==> config.mk <==
export PLATFORM = sky130hd
export DESIGN_NAME = instr_encoder
export DESIGN_NICKNAME = d
export VERILOG_FILES = /design/src/rtl/instr_encoder.sv
export SDC_FILE = /design/constraint.sdc
export NUM_CORES = 1
export LEC_CHECK = 0
export CAP_MARGIN = 20
export CORE_MARGIN = 3
export CORE_UTILIZATION = 55
export CTS_BUF_LIST = sky130_fd_sc_hd__clkbuf_4
export CTS_CLUSTER_SIZE = 20
export DETAILED_ROUTE_END_ITERATION = 16
export DONT_BUFFER_PORTS = 1
export PLACE_DENSITY = 0.73
export RECOVER_POWER = 25
export SLEW_MARGIN = 15
export SYNTH_ARGS = -nofsm -noshare
export SYNTH_HDL_FRONTEND = slang
export SYNTH_SLANG_ARGS = --single-unit
==> constraint.sdc <==
create_clock -name clk -period 1.4 [get_ports clk]
set_clock_uncertainty 0.05 [all_clocks]
set_input_delay 0.21 -clock clk [delete_from_list [all_inputs] [get_ports clk]]
set_output_delay 0.21 -clock clk [all_outputs]
set_load 0.01 [all_outputs]
==> src/rtl/instr_encoder.sv <==
`default_nettype none
// ============================================================================
// Module      : instr_encoder
// Description : Accepts decoded MIPS-style instruction fields over a
//               valid/ready handshake, encodes them into 32-bit instruction
//               words and writes them sequentially into an instruction
//               memory of 2**ADDR_W words (one word per two cycles at most).
//
// Ports       : clk, reset            - clock, synchronous active-high reset
//               clear                 - synchronous restart of load session
//               in_valid / in_ready   - field handshake
//               in_class              - 0=R,1=lw,2=sw,3=beq,4=addi,5=j
//               rs, rt, rd, shamt,
//               funct, imm, target    - instruction fields
//               imem_we/addr/wdata    - instruction-memory write port
//               count                 - words written since reset/clear
//               full                  - memory completely written
//               error                 - sticky illegal-class flag
//
// Config      : `define ENC_ILLEGAL_TRAP_EN to trap illegal classes (6..7)
//               instead of writing them as NOP words.
//
// Revision    : 1.0 - initial release
// ============================================================================
module instr_encoder #(
    parameter int ADDR_W = 6
) (
    input  logic              clk,
    input  logic              reset,
    input  logic              clear,
    input  logic              in_valid,
    output logic              in_ready,
    input  logic [2:0]        in_class,
    input  logic [4:0]        rs,
    input  logic [4:0]        rt,
    input  logic [4:0]        rd,
    input  logic [4:0]        shamt,
    input  logic [5:0]        funct,
    input  logic [15:0]       imm,
    input  logic [25:0]       target,
    output logic              imem_we,
    output logic [ADDR_W-1:0] imem_addr,
    output logic [31:0]       imem_wdata,
    output logic [ADDR_W:0]   count,
    output logic              full,
    output logic              error
);

    localparam logic [5:0]        c_OP_RTYPE = 6'b000000;
    localparam logic [5:0]        c_OP_LW    = 6'b100011;
    localparam logic [5:0]        c_OP_SW    = 6'b101011;
    localparam logic [5:0]        c_OP_BEQ   = 6'b000100;
    localparam logic [5:0]        c_OP_ADDI  = 6'b001000;
    localparam logic [5:0]        c_OP_J     = 6'b000010;
    localparam logic [ADDR_W-1:0] c_PTR_MAX  = {ADDR_W{1'b1}};
    localparam logic [ADDR_W-1:0] c_PTR_ONE  = {{(ADDR_W-1){1'b0}}, 1'b1};
    localparam logic [ADDR_W:0]   c_CNT_ONE  = {{ADDR_W{1'b0}}, 1'b1};

    typedef enum logic [1:0] {
        S_IDLE  = 2'd0,
        S_WRITE = 2'd1,
        S_FULL  = 2'd2
    } state_t;

    state_t            state_q, state_d;
    logic [ADDR_W-1:0] ptr_q, ptr_d;
    logic [ADDR_W:0]   count_q, count_d;
    logic [31:0]       wdata_q, wdata_d;
`ifdef ENC_ILLEGAL_TRAP_EN
    logic              error_q, error_d;
`endif

    logic [31:0]       w_enc_word;
    logic              w_illegal;
    logic              w_accept;

    // Ready is gated directly by reset/clear so a same-cycle clear or reset
    // can never complete a handshake.
    assign in_ready = (state_q == S_IDLE) & ~clear & ~reset;
    assign w_accept = in_valid & in_ready;

    // Field packing per instruction class; fields a class does not use are
    // simply not referenced for that class.
    always_comb begin
        w_enc_word = 32'h0000_0000;
        w_illegal  = 1'b0;
        case (in_class)
            3'd0:    w_enc_word = {c_OP_RTYPE, rs, rt, rd, shamt, funct};
            3'd1:    w_enc_word = {c_OP_LW,    rs, rt, imm};
            3'd2:    w_enc_word = {c_OP_SW,    rs, rt, imm};
            3'd3:    w_enc_word = {c_OP_BEQ,   rs, rt, imm};
            3'd4:    w_enc_word = {c_OP_ADDI,  rs, rt, imm};
            3'd5:    w_enc_word = {c_OP_J,     target};
            default: w_illegal  = 1'b1;
        endcase
    end

    always_comb begin
        state_d = state_q;
        ptr_d   = ptr_q;
        count_d = count_q;
        wdata_d = wdata_q;
`ifdef ENC_ILLEGAL_TRAP_EN
        error_d = error_q;
`endif
        if (clear) begin
            // Aborts a pending write: the strobe already visible this cycle
            // completes, but no pointer/count advance follows it.
            state_d = S_IDLE;
            ptr_d   = '0;
            count_d = '0;
`ifdef ENC_ILLEGAL_TRAP_EN
            error_d = 1'b0;
`endif
        end else begin
            case (state_q)
                S_IDLE: begin
                    if (w_accept) begin
`ifdef ENC_ILLEGAL_TRAP_EN
                        if (w_illegal) begin
                            error_d = 1'b1;
                        end else begin
                            wdata_d = w_enc_word;
                            state_d = S_WRITE;
                        end
`else
                        // Illegal classes encode as an all-zero NOP word.
                        wdata_d = w_enc_word;
                        state_d = S_WRITE;
`endif
                    end
                end
                S_WRITE: begin
                    count_d = count_q + c_CNT_ONE;
                    if (ptr_q == c_PTR_MAX) begin
                        // Pointer parks on the last address; no wrap.
                        state_d = S_FULL;
                    end else begin
                        ptr_d   = ptr_q + c_PTR_ONE;
                        state_d = S_IDLE;
                    end
                end
                S_FULL: begin
                    state_d = S_FULL;
                end
                default: begin
                    state_d = S_IDLE;
                end
            endcase
        end
    end

    always_ff @(posedge clk) begin
        if (reset) begin
            state_q <= S_IDLE;
            ptr_q   <= '0;
            count_q <= '0;
            wdata_q <= 32'h0000_0000;
`ifdef ENC_ILLEGAL_TRAP_EN
            error_q <= 1'b0;
`endif
        end else begin
            state_q <= state_d;
            ptr_q   <= ptr_d;
            count_q <= count_d;
            wdata_q <= wdata_d;
`ifdef ENC_ILLEGAL_TRAP_EN
            error_q <= error_d;
`endif
        end
    end

    assign imem_we    = (state_q == S_WRITE);
    assign imem_addr  = ptr_q;
    assign imem_wdata = wdata_q;
    assign count      = count_q;
    assign full       = (state_q == S_FULL);
`ifdef ENC_ILLEGAL_TRAP_EN
    assign error      = error_q;
`else
    // The illegal class is only ever evaluated when trapping is enabled.
    logic w_unused_illegal;
    assign w_unused_illegal = w_illegal;
    assign error      = 1'b0;
`endif

endmodule
`default_nettype wire

; Word level (Yosys, flattened, before mapping)
; Index checks and enable logic that the tools add are counted.
[op_classes]
n_addsub = 2
n_mul = 0
div = 0
n_lt_le_gt_ge = 0
eq_ne = 9
shifts = 0
muxes = 4
bitwise = 6
n_reduce_logical = 5
[op_table]
columns = op, n
row1 = $pmux 32 s6, 1
row2 = $add 7x1->7 const B, 1
row3 = $add 6x1->6 const B, 1
row4 = $eq 3x2->1 const B, 2
row5 = $eq 3x3->1 const B, 2
row6 = $eq 6x6->1 const B, 1
row7 = $pmux 2 s3, 1
row8 = $mux 2, 2
row9 = $and 1x1->1, 3
row10 = $eq 3x1->1 const B, 1
row11 = $logic_not 3->1, 1
row12 = $not 1->1, 3
row13 = $reduce_and 3->1, 1
row14 = $eq 2x1->1 const B, 1
row15 = $eq 2x2->1 const B, 1
row16 = $logic_not 2->1, 1
row17 = $ne 2x2->1 const B, 1
row18 = $reduce_and 2->1, 1
row19 = $reduce_or 2->1, 1
[word_totals]
regBits = 47
latch_bits = 0
ramBits = 0
mem_bits_ro = 0
out_inout_bits = 49
mem_count = 0

; Depth between registers and ports, before layout
[depth]
word_depth = 6
depth_mapped = 6
depth_no_buf = 5

; Worst setup path after synthesis
; OpenSTA, ideal clock, no wires.
[synth_timing]
kind = register to register
start = register state_q[0]
end = register wdata_q[10], in the netlist imem_wdata[10]
t_arrival_ns = 1.276
t_required_ns = 1.232
slack_ns = -0.044
path_stages_with_launch = 7
path_buffers = 2
synth_period_minus_slack_ns = 1.444
cell_sequence = dfxtp_1 > nor4_4 > nand2_1 > buf_2 > buf_6 > a21oi_1 > a21oi_1
[synth_via]
elab_chain_cells = 5
[synth_lines]
columns = element, line
row1 = from (decl), 65  ; state_t state_q, state_d;
row2 = from (signal assigned), 163  ; state_q <= state_d;
row3 = $logic_not 2->1, 79  ; assign in_ready = (state_q == S_IDLE) & ~clear & ~reset;
row4 = $and 1x1->1 (2 in a row), 79
row5 = net in_ready, 32  ; output logic in_ready,
row6 = $and 1x1->1, 80  ; assign w_accept = in_valid & in_ready;
row7 = $reduce_and 3->1 (no line), --
row8 = to (signal assigned), 166  ; wdata_q <= wdata_d;
row9 = to (decl), 68  ; logic [31:0] wdata_q, wdata_d;
; The timed path passes the listed nets, and every way through them passes these cells.
; A chain may end at the register's enable or synchronous reset.

; Worst setup path in the final report
[layout_timing]
start = register state_q[1]
end = output port in_ready
[layout_via]
elab_chain_cells = 3
[layout_lines]
columns = element, line
row1 = $logic_not 2->1, 79
row2 = $and 1x1->1 (2 in a row), 79
row3 = to (decl), 32
; No other way between the ends.

==> metrics.cfg <==
[status]
status = complete, but fails checks
failed_checks = setup timing

[route]
drt_wl_total_um = 6850
ant_nets = 0
wl_per_cell_um = 18.4
drt_iter0_drc = 149
dr.pass1.iters = 5
drc = 0
vias_per_cell = 6.19
vias = 2308

[synth]
postSynthCellCount = 304
synth_adder_area_share_pct = 1.01
syn_avg_cell_area_um2 = 8.15
yosys-mux-area-fraction_pct = 7.27
yosys.area.top_type = dfxtp_1
ys_seq_elements = 45
synth_top_family_by_area = compound AO/OA/AOI/OAI gates
syn_area_mm2 = 0.00248
seq_area_frac_synth_pct = 36.3
synthSimpleGateAreaFrac_pct = 12.9
synth-compound-area-share_pct = 30.2
synth_cell_types = 36
synth_area_leaders = dfxtp_1, a21oi_1, mux2i_1, a211o_1, o221a_2
synth_top_area_share_pct = 36.3
yosys.area_share.xor_xnor_pct = 3.53
yosysWarnings = 0

[floorplanning]
dieArea_mm2 = 0.00535
io_pins = 124
fp.dieW_um = 73.1
rows = 23
chipHeight_um = 73.1
start_util_pct = 59.4
core_area_mm2 = 0.00417

[finish]
final_common_cell = a21oi_1
area_delta_synth_final_pct = 19.5
instances_no_fill = 373
multi_input_area_mm2 = 0.00146
final-seq-area_um2 = 902
nets = 399
drive_above_1_share_pct = 21.4
diodes = 0
n_fill_cell = 343
final_cell_mix = a21oi_1, dfxtp_1, nor2_1
fin_util_pct = 71.0

[sta]
drv_slew = 0
slew_headroom_pct = 27.0
min_period_ps = 1460
max_clock_freq_mhz = 686
worst_pin_slew_ps = 1090
setup_violations = 22
hold_violations = 0
rsz0062_at_grt = true
period_share_pct = 104
fin_ws_ps = -58.4

[pwr]
leakagePower_nw = 1.26
p_per_area_mw_per_mm2 = 838
power_mw = 2.48
ir_drop_mv = 0.492

[global_route]
grt.overflow.total = 0
grt_usage_pct = 24.9
grt_pass1_vias = 2180
grt_pass1_wl_um = 10600
antenna_found_initial = 0
use_met1_pct = 30.2
busiest_layer = met2
grt_use_met3_pct = 7.85
met2_usage_pct = 42.8
grt_max_degree = 40

[clocking]
worstSkewPairLatency_ps = 350
root_buffer = clkbuf_4
clk_pin_slew_worst_paths_ps = 140
cts_tree = built
cts_buffer_depth = 2
htreeDepth = 2
cts_sinks = 45
numCtsBuffers = 5

[setup_path]
arrival_ps = 1200
crit_required_ps = 1140
critPathKind = flop to output port
cp_max_fo = 3
end_kind = output port
start_kind = flop

[place]
gp_congestion = 0.901
io_buffers = 0
dp.cells = 344
dp_hpwl_um = 4280
place_ws_ps = -91.3

[worst_hold_path]
min_path_type = input pin to flop

[job]
drv_cap = 0

-- cell type report --
class / count / area share (%)
tap: 50 / 2.11
clock inverter: 3 / 0.591
inverter: 16 / 2.20
multi-input combinational: 215 / 49.3
sequential: 45 / 30.4
timing repair buffer: 39 / 14.1
clock buffer: 5 / 1.27
-- what timing repair did --
item	in CTS	in global routing
buffers inserted	3	1
pin swaps	2	6
resized for setup	10	22
setup endpoints to repair	20	34
hold endpoints to repair	20	1
hold buffers	16	1
-- sequential cells by signal (all words and copies together) (netlist names) --
| name | cells |
|---|---|
| count | 7 |
| imem_addr | 6 |
| imem_wdata | 30 |
| state_q | 2 |
-- worst max-delay path, stage by stage (launching register included) --
cell and delay, ps:
dfxtp_2 360, nor4_4 300, buf_4 180
-- synth_stat cells --
cell       instances
a21oi_1           87
clkbuf_1          11
dfxtp_1           45
buf_4              5
xor2_1             7
nor2b_1            1
ha_1               2
nand3b_1           1
mux2i_1           18
a31oi_1            3
buf_1              2
nand4_1            3
o21bai_1           1
a211o_1           16
inv_1             12
nor4_4             1
nand2b_1           2
nand4b_1           1
clkinv_1           1
a211oi_1           1
o2111ai_1          1
nand2_1            7
nand3_1            2
or2_2              1
o221a_2           10
buf_2              9
and2_1             1
nor3_1             2
inv_2              3
xnor2_1            3
and3_1            13
nor2_1            26
or3_1              1
a311oi_1           2
conb_1             1
buf_6              2
-- report_power, final --
group	internal (mW)	switching [mW]	leakage [nW]
combinational	0.218	0.209	0.854
sequential	1.35	0.0854	0.369
clock	0.191	0.430	0.0326
total	1.76	0.724	1.26
-- logic make-up after synthesis --
logic type | after synthesis
xor+xnor | 10
fa+ha+maj | 2
other cells | 1
simple gates | 62
buf+inv | 45
flops | 45
mux | 18
compound gates | 121
-- per-layer routing --
| metal | vias to the layer above | share of wire (%) |
|---|---|---|
| li1 | 1124 | - |
| met1 | 1087 | 40 |
| met2 | 95 | 51 |
| met3 | 2 | 8.7 |
| met4 | 0 | 0.47 |
| met5 | - | 0 |
-- per-stage QoR --
stage	hold slack (ps)	TNS, ps	cell area [µm²]
finish	20.1	-395	2960
floorplan	229	-4.19	2490
detailed placement	234	-677	2580
global route	0.337	-3040	2960
CTS	0.266	-332	2860
global placement	231	-470	2580
-- worst paths after layout --
path                       start        endpoint  slack (ps)  depth (start not counted)
setup reg to reg      state_q[1]   imem_wdata[3]         -50                          7
setup / recovery      state_q[1]        in_ready         -60                          2
hold / removal            imm[1]   imem_wdata[1]          20                          2
hold reg to reg   imem_wdata[28]  imem_wdata[28]         470                          2
Note: power is estimated with default switching activity, not from simulation.
